===== src/rtl/axi_rd_arbiter.sv =====
// axi_rd_arbiter
//   Merges NUM_CH read requesters onto a single AXI3 AR/R channel pair with
//   one transaction outstanding. The winner index goes out on ARID and the
//   returning beats are steered back to that requester.
//
//   Build option: AXI_RD_ARB_FIXED_PRIO_EN
//     defined   -> fixed priority, lowest channel index wins (no rr pointer)
//     undefined -> round-robin starting at the channel after the last owner
//
// Ports
//   clk, rst                      clock, asynchronous active-high reset
//   ch_arvalid/araddr/arlen/arsize per-channel read request (packed by channel)
//   ch_arready                    one-hot grant pulse
//   ch_rvalid                     one-hot beat valid to the owner
//   ch_rdata, ch_rlast            broadcast read data / last flag
//   m_ar*                         AXI AR channel master side
//   m_r*, m_rready                AXI R channel master side
//   err_sticky                    protocol error flag, cleared only by reset

module axi_rd_arbiter #(
    parameter int NUM_CH = 3,
    parameter int ADDR_W = 32,
    parameter int DATA_W = 32,
    parameter int ID_W   = 4
) (
    input  logic                     clk,
    input  logic                     rst,
    input  logic [NUM_CH-1:0]        ch_arvalid,
    input  logic [NUM_CH*ADDR_W-1:0] ch_araddr,
    input  logic [NUM_CH*4-1:0]      ch_arlen,
    input  logic [NUM_CH*3-1:0]      ch_arsize,
    output logic [NUM_CH-1:0]        ch_arready,
    output logic [NUM_CH-1:0]        ch_rvalid,
    output logic [DATA_W-1:0]        ch_rdata,
    output logic                     ch_rlast,
    output logic [ID_W-1:0]          m_arid,
    output logic [ADDR_W-1:0]        m_araddr,
    output logic [3:0]               m_arlen,
    output logic [2:0]               m_arsize,
    output logic [1:0]               m_arburst,
    output logic                     m_arvalid,
    input  logic                     m_arready,
    input  logic [ID_W-1:0]          m_rid,
    input  logic [DATA_W-1:0]        m_rdata,
    input  logic [1:0]               m_rresp,
    input  logic                     m_rlast,
    input  logic                     m_rvalid,
    output logic                     m_rready,
    output logic                     err_sticky
);

    localparam int PW = $clog2(NUM_CH);

    typedef enum logic [1:0] {StIdle, StAddr, StData} state_e;

    state_e            r_state, w_state_nxt;
    logic [PW-1:0]     r_gnt;
    logic [ADDR_W-1:0] r_addr;
    logic [3:0]        r_len;
    logic [2:0]        r_size;
    logic [3:0]        r_beat_cnt;
    logic              r_err;

    logic [PW-1:0]     w_start;
    logic [PW-1:0]     w_win;
    logic [PW:0]       w_cand;
    logic              w_found;
    logic              w_beat;
    logic              w_last;
    logic              w_err_now;

    assign w_beat = (r_state == StData) && m_rvalid;
    assign w_last = w_beat && m_rlast;

`ifdef AXI_RD_ARB_FIXED_PRIO_EN
    assign w_start = '0;
`else
    logic [PW-1:0] r_rr_ptr;

    always_ff @(posedge clk or posedge rst) begin
        if (rst) begin
            r_rr_ptr <= '0;
        end else if (w_last) begin
            r_rr_ptr <= (r_gnt == PW'(NUM_CH - 1)) ? '0 : r_gnt + 1'b1;
        end
    end

    assign w_start = r_rr_ptr;
`endif

    // Circular search from w_start; the first requesting channel wins.
    always_comb begin
        w_found = 1'b0;
        w_win   = '0;
        w_cand  = '0;
        for (int i = 0; i < NUM_CH; i++) begin
            w_cand = {1'b0, w_start} + (PW+1)'(i);
            if (w_cand >= (PW+1)'(NUM_CH)) begin
                w_cand = w_cand - (PW+1)'(NUM_CH);
            end
            if (!w_found && ch_arvalid[w_cand[PW-1:0]]) begin
                w_found = 1'b1;
                w_win   = w_cand[PW-1:0];
            end
        end
    end

    // Next state and handshake outputs.
    always_comb begin
        w_state_nxt = r_state;
        ch_arready  = '0;
        ch_rvalid   = '0;
        ch_rdata    = '0;
        ch_rlast    = 1'b0;
        m_arvalid   = 1'b0;
        m_rready    = 1'b0;
        unique case (r_state)
            StIdle: begin
                // Suppress the grant while reset is held so no requester sees
                // an accept that the state register cannot capture.
                if (w_found && !rst) begin
                    ch_arready[w_win] = 1'b1;
                    w_state_nxt       = StAddr;
                end
            end
            StAddr: begin
                m_arvalid = 1'b1;
                if (m_arready) begin
                    w_state_nxt = StData;
                end
            end
            StData: begin
                m_rready         = 1'b1;
                ch_rvalid[r_gnt] = m_rvalid;
                ch_rdata         = m_rdata;
                ch_rlast         = m_rlast;
                if (w_last) begin
                    w_state_nxt = StIdle;
                end
            end
            default: w_state_nxt = StIdle;
        endcase
    end

    // AR fields are only driven while the request is being presented.
    assign m_arid     = (r_state == StAddr) ? ID_W'(r_gnt) : '0;
    assign m_araddr   = (r_state == StAddr) ? r_addr       : '0;
    assign m_arlen    = (r_state == StAddr) ? r_len        : '0;
    assign m_arsize   = (r_state == StAddr) ? r_size       : '0;
    assign m_arburst  = (r_state == StAddr) ? 2'b01        : 2'b00;
    assign err_sticky = r_err;

    assign w_err_now = w_beat && ((m_rlast && (r_beat_cnt != 4'd0)) ||
                                  (!m_rlast && (r_beat_cnt == 4'd0)) ||
                                  (m_rid != ID_W'(r_gnt)) ||
                                  (m_rresp != 2'b00));

    always_ff @(posedge clk or posedge rst) begin
        if (rst) begin
            r_state    <= StIdle;
            r_gnt      <= '0;
            r_addr     <= '0;
            r_len      <= '0;
            r_size     <= '0;
            r_beat_cnt <= '0;
            r_err      <= 1'b0;
        end else begin
            r_state <= w_state_nxt;
            if ((r_state == StIdle) && w_found) begin
                r_gnt      <= w_win;
                r_addr     <= ch_araddr[int'(w_win)*ADDR_W +: ADDR_W];
                r_len      <= ch_arlen[int'(w_win)*4 +: 4];
                r_size     <= ch_arsize[int'(w_win)*3 +: 3];
                r_beat_cnt <= ch_arlen[int'(w_win)*4 +: 4];
            end else if (w_beat && (r_beat_cnt != 4'd0)) begin
                // Saturate so an overrunning burst keeps flagging errors.
                r_beat_cnt <= r_beat_cnt - 4'd1;
            end
            if (w_err_now) begin
                r_err <= 1'b1;
            end
        end
    end

endmodule


===== config.mk =====
export PLATFORM = sky130hd
export DESIGN_NAME = axi_rd_arbiter
export DESIGN_NICKNAME = d
export VERILOG_FILES = /design/src/rtl/axi_rd_arbiter.sv
export SDC_FILE = /design/constraint.sdc
export NUM_CORES = 1
export LEC_CHECK = 0
export ABC_AREA = 1
export ABC_CLOCK_PERIOD_IN_PS = 3620
export CAP_MARGIN = 20
export CORE_ASPECT_RATIO = 0.7
export CORE_MARGIN = 3
export CORE_UTILIZATION = 34
export CTS_CLUSTER_SIZE = 40
export DETAILED_ROUTE_END_ITERATION = 10
export PLACE_DENSITY = 0.82
export RECOVER_POWER = 25
export SYNTH_ARGS = -nofsm -noshare
export SYNTH_HDL_FRONTEND = slang
export SYNTH_SLANG_ARGS = --single-unit

===== constraint.sdc =====
create_clock -name clk -period 3.62 [get_ports clk]
set_clock_uncertainty 0.1 [all_clocks]
set_input_delay 1.086 -clock clk [delete_from_list [all_inputs] [get_ports clk]]
set_output_delay 1.086 -clock clk [all_outputs]
set_load 0.005 [all_outputs]

### Yosys cells after proc, flatten, opt, wreduce, memory -nomap -nowiden

Cells that the tools add are included.

| storage, ports and cells | value |
|---|---|
| logic and storage cells | 100 |
| input bits | 163 |
| flip-flop bits (word level) | 50 |
| output and inout bits | 87 |

| cells by class | value |
|---|---|
| reduce and logical (&&, ||, !) cells | 25 |
| multiply operators | 1 |
| bitwise logic cells | 1 |
| equal/unequal tests | 7 |
| multiplexer cells | 38 |
| $add $sub $neg | 7 |
| $lt $le $gt $ge | 10 |
| shift operators | 3 |

Operator list:

| cell | count |
|---|---|
| variable part select 96 x 8 -> 32 bit | 1 |
| two-way mux 32 bit | 2 |
| two-way mux 2 bit | 11 |
| less-than comparator 2 x 3 -> 1 bit (second input constant) | 5 |
| logical AND 1 bit | 12 |
| two-way mux 1 bit | 12 |
| two-way mux 3 bit | 4 |
| two-way mux 4 bit | 3 |
| variable part select 12 x 5 -> 4 bit | 1 |
| variable part select 9 x 5 -> 3 bit | 1 |
| binary-select mux 1 bit (select 2 bit) | 3 |
| greater-or-equal comparator 3 x 2 -> 1 bit (second input constant) | 2 |
| != test 2 bit (second input constant) | 3 |
| one-hot mux 2 bit (3 select lines) | 1 |
| subtractor 2 bit (second input constant) | 3 |
| demux 1 bit (select 2 bit) | 2 |
| equality test 2 bit (second input constant) | 2 |
| greater-or-equal comparator 2 x 1 -> 1 bit (second input constant) | 2 |
| zero test 1 bit | 4 |
| zero test 4 bit | 1 |
| multiplier 2 x 2 -> 4 bit (second input constant) | 1 |
| != test 4 x 2 -> 1 bit | 1 |
| nonzero test 2 bit | 2 |
| nonzero test 4 bit | 1 |
| other kinds (10) | 12 |

### Logic depth before layout (Yosys ltp)

Gate-level depths: netlist (run 1).

| depth | value |
|---|---|
| depth in word-level cells | 17 |
| depth in mapped cells | 17 |
| mapped depth without buffers | 15 |

### Worst setup path after synthesis (run 1)

Ideal clock, no wire load.

| path | value |
|---|---|
| kind | input-to-output |
| from | in rst |
| to | out ch_arready[1] |
| stages | 3 |
| slack | -0.121 ns |
| buffers on the path | 0 |
| arrival | 2.555 ns |
| required time | 2.434 ns |
| cells stage by stage | inv_1 nand3_1 a21oi_1 |

| between the ends | value |
|---|---|
| word-level cells in the longest chain between the ends | 4 |

RTL lines:

| what | RTL line | RTL |
|---|---|---|
| start, declared | 27 | `input logic rst,` |
| zero test 1 bit (no line) | n/a |  |
| logical AND 1 bit | 121 | `if (w_found && !rst) begin` |
| two-way mux 3 bit | 121 |  |
| two-way mux 3 bit | 117 | `unique case (r_state)` |
| end, declared | 32 | `output logic [NUM_CH-1:0] ch_arready,` |

No other way between the ends.

### Worst setup path in the final report (run 1)

| path | value |
|---|---|
| from | in ch_arvalid[2] |
| to | reg r_gnt[0] |

| between the ends | value |
|---|---|
| word-level cells in the longest chain between the ends | 10 |
| elaborated cells between the ends (all ways) | 17 |
| those cells by class | mux: 12; reduce/logical: 5 |

RTL lines:

| what | RTL line | RTL |
|---|---|---|
| start, declared | 28 | `input logic [NUM_CH-1:0] ch_arvalid,` |
| binary-select mux 1 bit (select 2 bit) | 101 | `if (!w_found && ch_arvalid[w_cand[PW-1:0]]) begin` |
| two-way mux 1 bit (not written as such) | 101 |  |
| two-way mux 1 bit | 101 |  |
| zero test 1 bit | 101 |  |
| logical AND 1 bit | 101 |  |
| two-way mux 1 bit | 101 |  |
| zero test 1 bit | 101 |  |
| logical AND 1 bit | 101 |  |
| two-way mux 1 bit | 101 |  |
| logical AND 1 bit | 169 | `if ((r_state == StIdle) && w_found) begin` |
| end signal, assigned | 170 | `r_gnt <= w_win;` |
| end, declared | 57 | `logic [PW-1:0] r_gnt;` |

Several ways; a longest one is shown, not always the timed one. The select of a mux whose other input is x is not followed.
A chain may end at the register's enable or synchronous reset.

==> results list, run 1 <==
- The number of clock buffers added by TritonCTS is 5.
* Count of final hold-check violations: 0
* Post-Place Cell Area: 6600 sq um
* Fill count: 1030
* Share of layout cells above drive strength 1: 9.60%
- Effective utilization at floorplan: 35.2%
* Required time at the worst-slack endpoint: 3.67 ns
* Root Buffer: sky130_fd_sc_hd__clkbuf_16
* Average instance area after synthesis: 5.96 sq um
- The die covers 12900 sq um.
- Total Routed Length: 14200 microns
- The core region is 11100 sq um.
* Worst Path Class, Setup: input pin to register
* Clock power share: 8.0%
- The routed design uses 6700 microns of met2 wire.
- Leading cell types in the layout, fill and taps excluded: sky130_fd_sc_hd__nand2_1 (247), sky130_fd_sc_hd__clkdlybuf4s50_1 (238), sky130_fd_sc_hd__inv_1 (125)
- Setup repair after global routing could not meet its margin everywhere.
- The H-tree generated during clock tree synthesis spans 2 levels.
- In this run, placement finished with an instance count of 1048.
- The number of global-route vias before repair was 4580.
- Remaining routing DRC violations: 0
- Port buffering added 246 buffers.
- The total overflow left after global routing is 0.
- The first global-routing pass estimated 22100 microns of wire.
- At the worst endpoint, the arrival time is 3.65 ns.
- For this design the static power due to leakage is 3.57 nW.
* Clock tree from TritonCTS: yes
* First-pass iteration count of the detailed router: 4
* Number of max-cap violations: 0
* Library cells used by synthesis: 30
- The initial antenna violation count is 0.
* Die Width: 134 microns
- Worst slack on hold paths: 0.378 ns
* Height of the die: 95.8 microns
- Detailed routing placed a total of 1330 microns of wire on met3.
* Io pins: 250
* Largest fanout on the critical path: 3
- Dividing the detail-routed via count by the number of cells gives 4.36.
- Wire length per cell: 13.1 microns
- Worst Setup Slack post-DPL: -0.545 ns
- After routing the design area is 6990 sq um.
* PD cells: 848 nW/um^2
- Final setup violation count: 0
- In this run the tightest slew margin relative to its limit is 15.9%.
* Routability congestion estimate: 0.859
- The later pin in the worst-skew pair is clocked with a latency of 0.28 ns.
- In the final layout, flip-flops and latches occupy 1250 sq um.
* Total area of multi-input combinational cells: 2030 sq um
- After layout, the worst path uses 99.5% of the clock period.
* Met1 layer wirelength in the final routing: 6070 microns
* Area added between synthesis and finish: 78.5%
- Clock Pin Slew Worst Setup and Hold Paths: 0.06 ns
- No sink is reached through more buffers than the 2 on the longest clock path.
- Crit path launch type: input pin
- The cell area that synthesis handed to floorplanning was 3910 sq um.
- Worst-case vdd ir drop: 0.509 mV
- Combinational share of power: 74.9%
* Number of core rows: 32
- Signal routing reaches up to met4.
- Total Routing Usage GR: 21.2%
- Sw frac: 48.3%
- Cell Count, Final, Fillers Out: 1080
* Internal power: 3.06 mW
- Gate count of the mapped netlist: 657
- Setup slack on the critical path of the routed design comes to 0.0188 ns.
- Total of hold buffers inserted after clock tree synthesis: 0
- For the pin with the worst max-slew slack, the measured transition is 1.26 ns.
- Sequential group share of total power: 17.1%
- Number of violations reported at the end of detailed-routing iteration 0: 207
* Number of nets at the end of the flow: 1094
- The flow ran to the end, and the final reports show no timing, DRC or antenna violations.
* Total of warnings raised by yosys: 0
- Leaving out fill and tap cells, the most frequent cell in the layout is sky130_fd_sc_hd__nand2_1.
- The worst setup path is captured at a register.
* Worst min-delay path class: register to register
* FMAX: 278 MHz
- Seq/Total Area, Yosys: 32.0%
* Vias after detailed routing: 4708
- Among all flip-flop cells after synthesis, the most frequent one is sky130_fd_sc_hd__dfrtp_1.
* Synthesis-stage register bit count: 50
- In this run the remaining antenna-violating nets after routing total 0.
* DP Wirelength: 10600 microns
* Number of synthesized flops with an enable pin: 0
- Antenna Cells: 0
- Largest net degree at the start of global routing: 51
* Asr flop ratio synth: 100%
* Number of pins exceeding their max-slew limit in the final report: 0
- For this design the total switching power over the nets is 2.86 mW.
* CTS sink count: 50
- The routed design could run at a clock period as short as 3.60 ns.
Yosys cell counts, drive strengths merged (2+ instances only):
cell type / number / area share, %
nand2: 258 / 25
nand3: 15 / 2.0
o211ai: 34 / 6.5
xor2: 4 / 0.90
dfrtp: 50 / 32
nor3: 4 / 0.51
clkbuf: 10 / 0.96
o21ai: 18 / 2.3
inv: 133 / 13
xnor2: 2 / 0.45
ha: 5 / 1.6
nor2: 84 / 8.1
nand4: 5 / 1.2
buf: 24 / 3.9
a21oi: 6 / 0.77
layer usage:
layer  vias up  global-route usage (%)
li1       2481                       -
met1      2065                    25.6
met2       154                    37.2
met3         8                    7.31
met4         0                    3.98
met5         -                       0
state kept, by name, summed over array words and instances (netlist names):
signal	cells
r_rr_ptr	2
r_beat_cnt	4
err_sticky	1
r_state	2
r_size	3
r_gnt	2
r_len	4
r_addr	32
power by group through the flow:
stage	Clock [mW]	Sequential, mW	Combinational [mW]
2_1_floorplan	0	0.983	2.63
3_3_place_gp	0	1.01	3.99
3_5_place_dp	0	1.01	4.07
4_1_cts	0.495	1.01	4.35
5_1_grt	0.516	1.05	4.98
6_report	0.474	1.01	4.44
critical path: stages:
cell and delay, ns:
sky130_fd_sc_hd__clkdlybuf4s15_1 0.17, sky130_fd_sc_hd__inv_2 0.07, sky130_fd_sc_hd__buf_6 0.10, sky130_fd_sc_hd__nor2_2 0.03, sky130_fd_sc_hd__nand2_2 0.07, sky130_fd_sc_hd__nand2_2 0.08
sky130_fd_sc_hd__buf_6 0.12, sky130_fd_sc_hd__buf_4 0.12, sky130_fd_sc_hd__nand4_1 0.10, sky130_fd_sc_hd__nand2_1 0.10, sky130_fd_sc_hd__buf_4 0.14, sky130_fd_sc_hd__buf_4 0.12
sky130_fd_sc_hd__buf_4 0.13, sky130_fd_sc_hd__buf_4 0.13, sky130_fd_sc_hd__buf_4 0.12, sky130_fd_sc_hd__buf_4 0.12, sky130_fd_sc_hd__buf_4 0.12, sky130_fd_sc_hd__buf_4 0.12
sky130_fd_sc_hd__buf_4 0.12, sky130_fd_sc_hd__buf_4 0.12, sky130_fd_sc_hd__buf_4 0.12, sky130_fd_sc_hd__buf_4 0.12, sky130_fd_sc_hd__nand2_2 0.07, sky130_fd_sc_hd__o21ai_2 0.06
metrics by stage:
step                      utilization, %  power (mW)  setup TNS, ns
after floorplan                        -        3.61              0
after global placement              59.3        5.00          -1.43
after detailed placement            59.3        5.08          -1.59
after CTS                           61.9        5.85        -0.0174
after global routing                62.8        6.54         -0.133
final                               62.8        5.92              0
repair_timing:
item,4_1_cts,5_1_grt
setup buffers,18,6
pin swaps,7,7
setup endpoints to repair,5,7
resized for setup,24,19
logic make-up (layout without fill, tap and decap cells):
group / after synthesis / after routing / synth area share [%]
compound gates: 60 / 60 / 9.97
fa+ha+maj: 5 / 5 / 1.60
other cells: 1 / 3 / 0.0958
simple gates: 367 / 367 / 37.3
flops: 50 / 50 / 32.0
buf+inv: 168 / 436 / 17.7
xor+xnor: 6 / 6 / 1.34
worst paths after layout:
kind | cells after the start | slack (ns) | end | from
worst max register to register | 24 | 0.19 | r_gnt[0]$_DFFE_PP0P_ | r_rr_ptr[0]$_DFFE_PP0P_
worst min-delay path | 2 | 0.38 | r_addr[12]$_DFFE_PP0P_ | r_addr[12]$_DFFE_PP0P_
worst min register to register | 2 | 0.38 | r_addr[12]$_DFFE_PP0P_ | r_addr[12]$_DFFE_PP0P_
worst max-delay path | 24 | 0.02 | r_gnt[0]$_DFFE_PP0P_ | ch_arvalid[2]
min in group asynchronous | 3 | 1.67 | r_addr[30]$_DFFE_PP0P_ | rst
max in group asynchronous | 3 | 0.98 | r_addr[22]$_DFFE_PP0P_ | rst
cell type report:
class | instances | share of cell area [%]
timing repair buffer | 294 | 40.8
multi-input combinational | 441 | 29.1
sequential | 50 | 17.9
inverter | 134 | 7.29
tap | 153 | 2.74
clock buffer | 6 | 1.99
clock inverter | 2 | 0.179
Power figures use the tool's default switching activity.
==> inputs of run 2 (changes only) <==
--- a/config.mk
+++ b/config.mk
@@ -5,16 +5,16 @@
 export SDC_FILE = /design/constraint.sdc
 export NUM_CORES = 1
 export LEC_CHECK = 0
-export ABC_AREA = 1
 export ABC_CLOCK_PERIOD_IN_PS = 3620
 export CAP_MARGIN = 20
 export CORE_ASPECT_RATIO = 0.7
 export CORE_MARGIN = 3
-export CORE_UTILIZATION = 34
+export CORE_UTILIZATION = 33
 export CTS_CLUSTER_SIZE = 40
 export DETAILED_ROUTE_END_ITERATION = 10
-export PLACE_DENSITY = 0.82
+export PLACE_DENSITY = 0.81
 export RECOVER_POWER = 25
+export REMOVE_ABC_BUFFERS = 1
 export SYNTH_ARGS = -nofsm -noshare
 export SYNTH_HDL_FRONTEND = slang
 export SYNTH_SLANG_ARGS = --single-unit
==> run 2 against run 1 <==
  * Worst hold slack better by 0.0062 ns
  * Critical path type is now input pin to primary output
  * Clock-buffer cell count stayed put
  * Largest cell class unchanged
  * Register-to-register slack better by 0.54 ns
  * Synthesized cell count is 33% lower
  * Power is 11% lower
  * Critical endpoint is now ch_rvalid[0]
  * Largest power group unchanged
==> results list, run 2 <==
* Fraction of post-synthesis cell area in the top cell type by area: 33.4%
- CTS sink count: 50
- Clock latency on the worst-skew pair: 0.29 ns
- DRT antenna net count: 0
* Largest net degree at the start of global routing: 51
* Count of final hold-check violations: 0
- Using the TritonRoute via totals, the vias-per-cell ratio works out to 4.88.
- Data arrives at the worst endpoint at 2.36 ns.
- STA classifies the critical path startpoint as an input pin.
- Gate count of the mapped netlist: 440
* Max transition margin: 14.4%
* Root Buffer: sky130_fd_sc_hd__clkbuf_16
* Top register by number of flip-flops: r_addr
- Hold timing on the final database bottoms out at a slack of 0.384 ns.
- The layout has 912 filler cells.
- The library cell used most frequently in the layout, excluding fill and tap cells, is sky130_fd_sc_hd__clkdlybuf4s50_1.
* Vias after detailed routing: 4121
* Port Buffer Count: 246
- TritonCTS built the clock tree.
- Leading cell types in the layout, fill and taps excluded: sky130_fd_sc_hd__clkdlybuf4s50_1 (237), sky130_fd_sc_hd__nand2_1 (79), sky130_fd_sc_hd__and2_1 (74)
- Asr flop ratio synth: 100%
- From synthesis to final layout, the design area changed by 77.8%.
- Wire length per cell: 16.5 microns
- During I/O placement, the number of pins put on the boundary was 250.
- Synthesis-stage register bit count: 50
- The die covers 12700 sq um.
* Die Width: 133 microns
- Number of global-route vias before repair: 4202
- The first detailed-routing pass took 4 iterations.
* Number of violations reported at the end of detailed-routing iteration 0: 193
* Number of core rows: 31
* Clock Pin Slew Worst Setup and Hold Paths: 0.07 ns
- Largest fanout on the critical path: 2
- The flow ran to the end, and the final reports show no timing, DRC or antenna violations.
* Maximum clock path buffer count: 2
- Total Routed Length: 13900 microns
- Total of warnings raised by yosys: 0
- The finished layout holds 845 standard cells, fillers aside.
- Antenna Cells: 0
- Average instance area after synthesis: 8.51 sq um
- Cell Area, Synth: 3740 sq um
* PD cells: 789 nW/um^2
* DP Wirelength: 10500 microns
- List of cells traversed by the critical path: clkdlybuf4s50_1 -> nand3b_1 -> buf_4 -> nor3_4 -> dlygate4sd2_1
* Total clock buffers created by CTS: 5
- Among cell families on the critical path, the largest total delay comes from buffers and inverters.
* Initial antenna violation count: 0
* Worst Path Class, Setup: input pin to primary output
* Leading post-synthesis cells by cell area: sky130_fd_sc_hd__dfrtp_1 (33%), sky130_fd_sc_hd__and2_1 (12%), sky130_fd_sc_hd__mux2i_1 (10%)
- Counting both buffers and inverters, the worst setup path holds a total of 3.
* Height of the die: 95.1 microns
- Number of levels the H-tree was split into: 2
- Setup repair after global routing could not meet its margin everywhere.
* Core Area: 10700 sq um
- Largest registers in the final layout: r_addr: 32 flops, r_beat_cnt: 4 flops, r_len: 4 flops
- Number of pins exceeding their max-slew limit in the final report: 0
* Routability congestion estimate: 0.864
- For this run, the slowest stage of the critical path takes 0.51 ns.
- Measured on the finished design, the core utilization comes to 62.2%.
* Critical Path Slowest Stage Cell: sky130_fd_sc_hd__clkdlybuf4s50_1
- Of the available clock period, the critical path in the final layout requires 97.9%.
- The analysis attributes to cell leakage a power of 2.68 nW.
* Share of layout cells above drive strength 1: 11.5%
- Worst-Margin Slew: 1.28 ns
* FMAX: 282 MHz
- Global routing consumed, over all layers together, 21.4% of the routing resources.
* Worst Setup End Kind: primary output
* Post-synth top flop: sky130_fd_sc_hd__dfrtp_1
- Synthesis instantiated 46 different standard cells from the library.
* Most instantiated cells after synthesis: sky130_fd_sc_hd__nand2_1 (79), sky130_fd_sc_hd__and2_1 (74), sky130_fd_sc_hd__dfrtp_1 (50)
- Max FFs per register: 32
- Grt total ovfl: 0
- For this run, design rule violations remaining after detail routing come to 0.
- Setup violations remaining at the end of the flow were counted as 0.
* Effective utilization at floorplan: 35.0%
- Placed insts: 829
- Number of nets at the end of the flow: 864
* Global-route wire length before repair: 21800 microns
* Number of synthesized flops with an enable pin: 0
- Min Tclk post-route: 3.55 ns
- Max-cap violations in this run came to 0.
- Worst min-delay path class: register to register
- The synthesized design spends more area on one cell type than any other, namely sky130_fd_sc_hd__dfrtp_1.
* Required time at the worst-slack endpoint: 2.43 ns
- Of the synthesized area, sequential elements account for 33.4%.
- Most repeated cell in the gate-level netlist after synthesis: sky130_fd_sc_hd__nand2_1
* Worst-case vdd ir drop: 0.488 mV
==> run 2: changes by cell type after synthesis, moves of 8 or more <==
| cell | delta |
|---|---|
| sky130_fd_sc_hd__a31oi_1 | +34 |
| sky130_fd_sc_hd__nand3_1 | -12 |
| sky130_fd_sc_hd__o21ai_1 | -8 |
| sky130_fd_sc_hd__nand2_1 | -174 |
| sky130_fd_sc_hd__inv_1 | -122 |
| sky130_fd_sc_hd__a311oi_1 | +8 |
| sky130_fd_sc_hd__o211ai_1 | -34 |
| sky130_fd_sc_hd__and2_1 | +74 |
| sky130_fd_sc_hd__nand2b_1 | +35 |
| sky130_fd_sc_hd__mux2i_1 | +39 |
| sky130_fd_sc_hd__o21ai_0 | -8 |
| sky130_fd_sc_hd__nor2_1 | -71 |
==> run 2: kinds of logic after synthesis <==
family | share of synthesized area (%)
AND/OR/NAND/NOR | 33.7
multiplexers | 11.4
AO/OA/AOI/OAI | 11.6
XOR/XNOR | 1.40
buffers and inverters | 6.68
other | 0.100
adder cells (fa/ha/maj) | 1.67
flip-flops | 33.4
==> run 2: routing by layer <==
metal	vias to the layer above	wire length, microns	track usage (%)
li1	1991	-	-
met2	189	6900	38.3
met1	1927	5870	26.1
met3	14	978	5.64
met4	0	161	4.88
met5	-	0	0
==> run 2: final cells by class <==
cell class                      instances  area [sq um]  share of cell area [%]
Clock buffer                            6           129                    1.94
Clock inverter                          2          13.8                   0.207
Inverter                                6          22.5                   0.338
Multi-Input combinational cell        351          2350                    35.3
Sequential cell                        50          1250                    18.8
Tap cell                              148           185                    2.78
Timing Repair Buffer                  282          2710                    40.6
==> run 2: final timing paths <==
path,start,to,slack (ns),depth (start not counted)
min in group asynchronous,rst,r_len[3]$_DFFE_PP0P_,1.57,3
max in group asynchronous,rst,r_rr_ptr[1]$_DFFE_PP0P_,1.00,3
worst min register to register,err_sticky$_DFFE_PP0P_,err_sticky$_DFFE_PP0P_,0.38,1
worst max register to register,r_rr_ptr[0]$_DFFE_PP0P_,r_gnt[0]$_DFFE_PP0P_,0.73,9
worst max-delay path,m_rvalid,ch_rvalid[0],0.07,5
worst min-delay path,err_sticky$_DFFE_PP0P_,err_sticky$_DFFE_PP0P_,0.38,1
==> run 2: worst register-to-register path: stages (launching register included) <==
cell                       delay [ns]
sky130_fd_sc_hd__dfrtp_1         0.40
sky130_fd_sc_hd__buf_4           0.15
sky130_fd_sc_hd__ha_2            0.19
sky130_fd_sc_hd__and2b_1         0.23
sky130_fd_sc_hd__o21a_4          0.17
sky130_fd_sc_hd__nor2_1          0.06
sky130_fd_sc_hd__buf_4           0.14
sky130_fd_sc_hd__a311oi_4        0.28
sky130_fd_sc_hd__buf_4           0.63
sky130_fd_sc_hd__mux2_2          0.42
==> run 2: where the power goes <==
group	switching [mW]	total (mW)	internal, mW	leakage, nW
clock	0.208	0.465	0.257	0.0708
combinational	1.84	3.74	1.90	2.04
sequential	0.177	1.05	0.869	0.565
==> run 2: timing repair <==
item,in CTS,in global routing
setup endpoints to repair,5,4
hold buffers,0,0
setup buffers,6,2
pin swaps,8,3
resized for setup,31,13
==> run 2: stage by stage <==
stage	area, sq um	TNS (ns)	total power, mW	setup WS, ns
6_report	6660	0	5.25	0.0748
5_1_grt	6660	-0.0244	5.70	-0.0207
4_1_cts	6600	0	5.23	0.0189
3_5_place_dp	6420	-2.73	4.70	-0.782
3_3_place_gp	6420	-2.27	4.59	-0.717
2_1_floorplan	3520	-41.77	3.06	-1.93
==> inputs of run 3 (changes only) <==
--- a/config.mk
+++ b/config.mk
@@ -9,10 +9,12 @@
 export CAP_MARGIN = 20
 export CORE_ASPECT_RATIO = 0.7
 export CORE_MARGIN = 3
-export CORE_UTILIZATION = 33
+export CORE_UTILIZATION = 34
+export CTS_BUF_LIST = sky130_fd_sc_hd__clkbuf_8
 export CTS_CLUSTER_SIZE = 40
 export DETAILED_ROUTE_END_ITERATION = 10
-export PLACE_DENSITY = 0.81
+export GPL_ROUTABILITY_DRIVEN = 0
+export PLACE_DENSITY = 0.83
 export RECOVER_POWER = 25
 export REMOVE_ABC_BUFFERS = 1
 export SYNTH_ARGS = -nofsm -noshare
==> run 3 against run 2 <==
  * Via count is 0.27% lower
  * Worst setup slack worse by 0.016 ns
  * Cell count is the same
  * Clock-buffer cell count up 1
  * Maximum frequency shrank 0.45%
  * Highest routed layer unchanged
  * Clock power shrank 21%
  * Die area decreased by 2.8%
  * Power shrank 2.7%
  * Non-clock buffer count stayed put
  * Combinational power about the same
  * Utilization rose by 0.56 points
==> results list, run 3 (synthesis results as in run 2) <==
- Worst Setup End Kind: primary output
- 250 I/O pins were placed.
* Leading cell type in the layout, fill and taps excluded: sky130_fd_sc_hd__clkdlybuf4s50_1
* Number of violations reported at the end of detailed-routing iteration 0: 167
* Core Area: 10600 sq um
* Grt total ovfl: 0
- Height of the die: 93.8 microns
- After detailed routing, the number of vias per cell comes to 4.86.
* Total Power Consumption: 5.11 mW
- Total Routing Usage GR: 22.0%
* Count of final hold-check violations: 0
* First-pass iteration count of the detailed router: 4
- Cells with a size suffix above 1 make up 11.0% of the layout.
* Number of nets at the end of the flow: 864
- Maximum clock path buffer count: 2
- Max FFs per register: 32
- Largest net degree at the start of global routing: 51
- The final max-slew violation count was 0.
- Largest fanout on the critical path: 3
* Delay contributed by the slowest stage of the critical path: 0.50 ns
- Total Routed Length: 13800 microns
- Setup slack on the worst reg-to-reg path comes out at 0.70 ns.
- FMAX: 281 MHz
* Wire length per cell: 16.3 microns
- DP Wirelength: 10700 microns
* Worst Path Class, Setup: input pin to primary output
- PD cells: 772 nW/um^2
* Utilization after layout: 62.7%
* Crit path launch type: input pin
* Worst-case vdd ir drop: 0.355 mV
* Number of max-cap violations: 0
* Unrepaired setup endpoints after global routing: yes
* Effective utilization at floorplan: 35.5%
- Clock Pin Slew Worst Setup and Hold Paths: 0.10 ns
* Number of global-route vias before repair: 4263
- In this run the tightest slew margin relative to its limit is 12.7%.
* Port Buffer Count: 246
* Worst-Margin Slew: 1.31 ns
- The clock drives 50 sinks.
* Share of the clock period used by the worst path after layout: 98.4%
* Outcome: finished, final reports clean
* Min Tclk post-route: 3.56 ns
- Top register by number of flip-flops: r_addr
- Setup violations remaining at the end of the flow were counted as 0.
- In this run the worst hold path is classified as register to register.
- For the worst setup path, the data required time is 2.43 ns.
- Static leakage: 2.68 nW
- Compared with the post-synthesis result, the final layout area differs by 76.8%.
* Largest registers in the final layout: r_addr: 32 flops, r_beat_cnt: 4 flops, r_len: 4 flops
- Die Width: 131 microns
- Remaining routing DRC violations: 0
- DRT antenna net count: 0
- In this run the clock root is driven by a sky130_fd_sc_hd__clkbuf_8.
* Clock tree from TritonCTS: yes
- Fill count: 894
* Critical path data arrival time: 2.38 ns
- Vias after detailed routing: 4110
* Total of hold buffers inserted after clock tree synthesis: 0
- Global-route wire length before repair: 22100 microns
- List of cells traversed by the critical path: clkdlybuf4s50_1 -> nand3b_1 -> buf_4 -> nor3_2 -> dlygate4sd2_1
- Number of core rows: 31
- CTS built an H-tree with a depth of 2.
- Leading cell types in the layout, fill and taps excluded: sky130_fd_sc_hd__clkdlybuf4s50_1 (237), sky130_fd_sc_hd__nand2_1 (79), sky130_fd_sc_hd__and2_1 (74)
* Initial antenna violation count: 0
- Area of the die: 12300 sq um
* Clock latency on the worst-skew pair: 0.30 ns
* Total clock buffers created by CTS: 5
- The repair_antennas step left the layout with diodes totalling 0.
* Critical Path Slowest Stage Cell: sky130_fd_sc_hd__clkdlybuf4s50_1
==> run 3: cell count changes in the layout (fill, tap and decap cells not counted), sizes merged <==
| cell | change |
|---|---|
| buf | -1 |
| clkinv | -1 |
| dlygate4sd2 | +1 |
| dlymetal6s2s | +1 |
==> run 3: through the flow <==
step / hold slack [ns] / cells / cell area, sq um / TNS (ns) / setup WS (ns)
final: 0.391 / 845 / 6620 / 0 / 0.0588
after global placement: 0.356 / 829 / 6410 / -2.20 / -0.712
after global routing: 0.412 / 845 / 6620 / -0.00427 / -0.00427
after floorplan: 0.365 / 407 / 3520 / -41.77 / -1.93
after CTS: 0.389 / 843 / 6570 / 0 / 0.00547
after detailed placement: 0.364 / 829 / 6410 / -3.42 / -0.737
==> run 3: worst paths after layout <==
kind                                          from                      end  depth (start not counted)
setup / recovery                          m_rvalid             ch_rvalid[0]                          5
hold / removal              err_sticky$_DFFE_PP0P_   err_sticky$_DFFE_PP0P_                          1
setup reg to reg           r_rr_ptr[0]$_DFFE_PP0P_     r_gnt[0]$_DFFE_PP0P_                          9
hold reg to reg             err_sticky$_DFFE_PP0P_   err_sticky$_DFFE_PP0P_                          1
max in group asynchronous                      rst  r_rr_ptr[1]$_DFFE_PP0P_                          3
min in group asynchronous                      rst     r_len[3]$_DFFE_PP0P_                          3
==> run 3: critical path, delay by kind of cell <==
kind	cells	cell delay (ns)
buffers and inverters	3	0.95
AND/OR/NAND/NOR	2	0.34
==> run 3: power by group <==
| part | internal, mW | switching [mW] | total [mW] | leakage [nW] |
|---|---|---|---|---|
| registers | 0.868 | 0.171 | 1.04 | 0.565 |
| clock network | 0.176 | 0.191 | 0.367 | 0.0544 |
| logic | 1.88 | 1.83 | 3.71 | 2.06 |
| total | 2.92 | 2.19 | 5.11 | 2.68 |
==> run 3: cell type report <==
class / count / area, sq um / share of cell area, %
clock inverter: 1 / 8.76 / 0.132
clock buffer: 7 / 96.3 / 1.46
timing repair buffer: 282 / 2720 / 41.1
sequential: 50 / 1250 / 18.9
tap: 148 / 185 / 2.80
multi-input combinational: 351 / 2330 / 35.3
inverter: 6 / 22.5 / 0.340
==> run 3: repair_timing <==
| item | CTS | global route |
|---|---|---|
| gates resized for setup | 27 | 15 |
| setup endpoints to repair | 5 | 4 |
| pin swaps | 5 | 7 |
| setup buffers | 6 | 3 |
==> run 3: metal layers <==
metal  GRT usage (%)  vias to the layer above  share of wire (%)
li1                -                     1983                  -
met1            26.4                     1947                 41
met2            39.9                      164                 51
met3            6.21                       16                6.9
met4            4.37                        0                1.2
met5               0                        -                  0
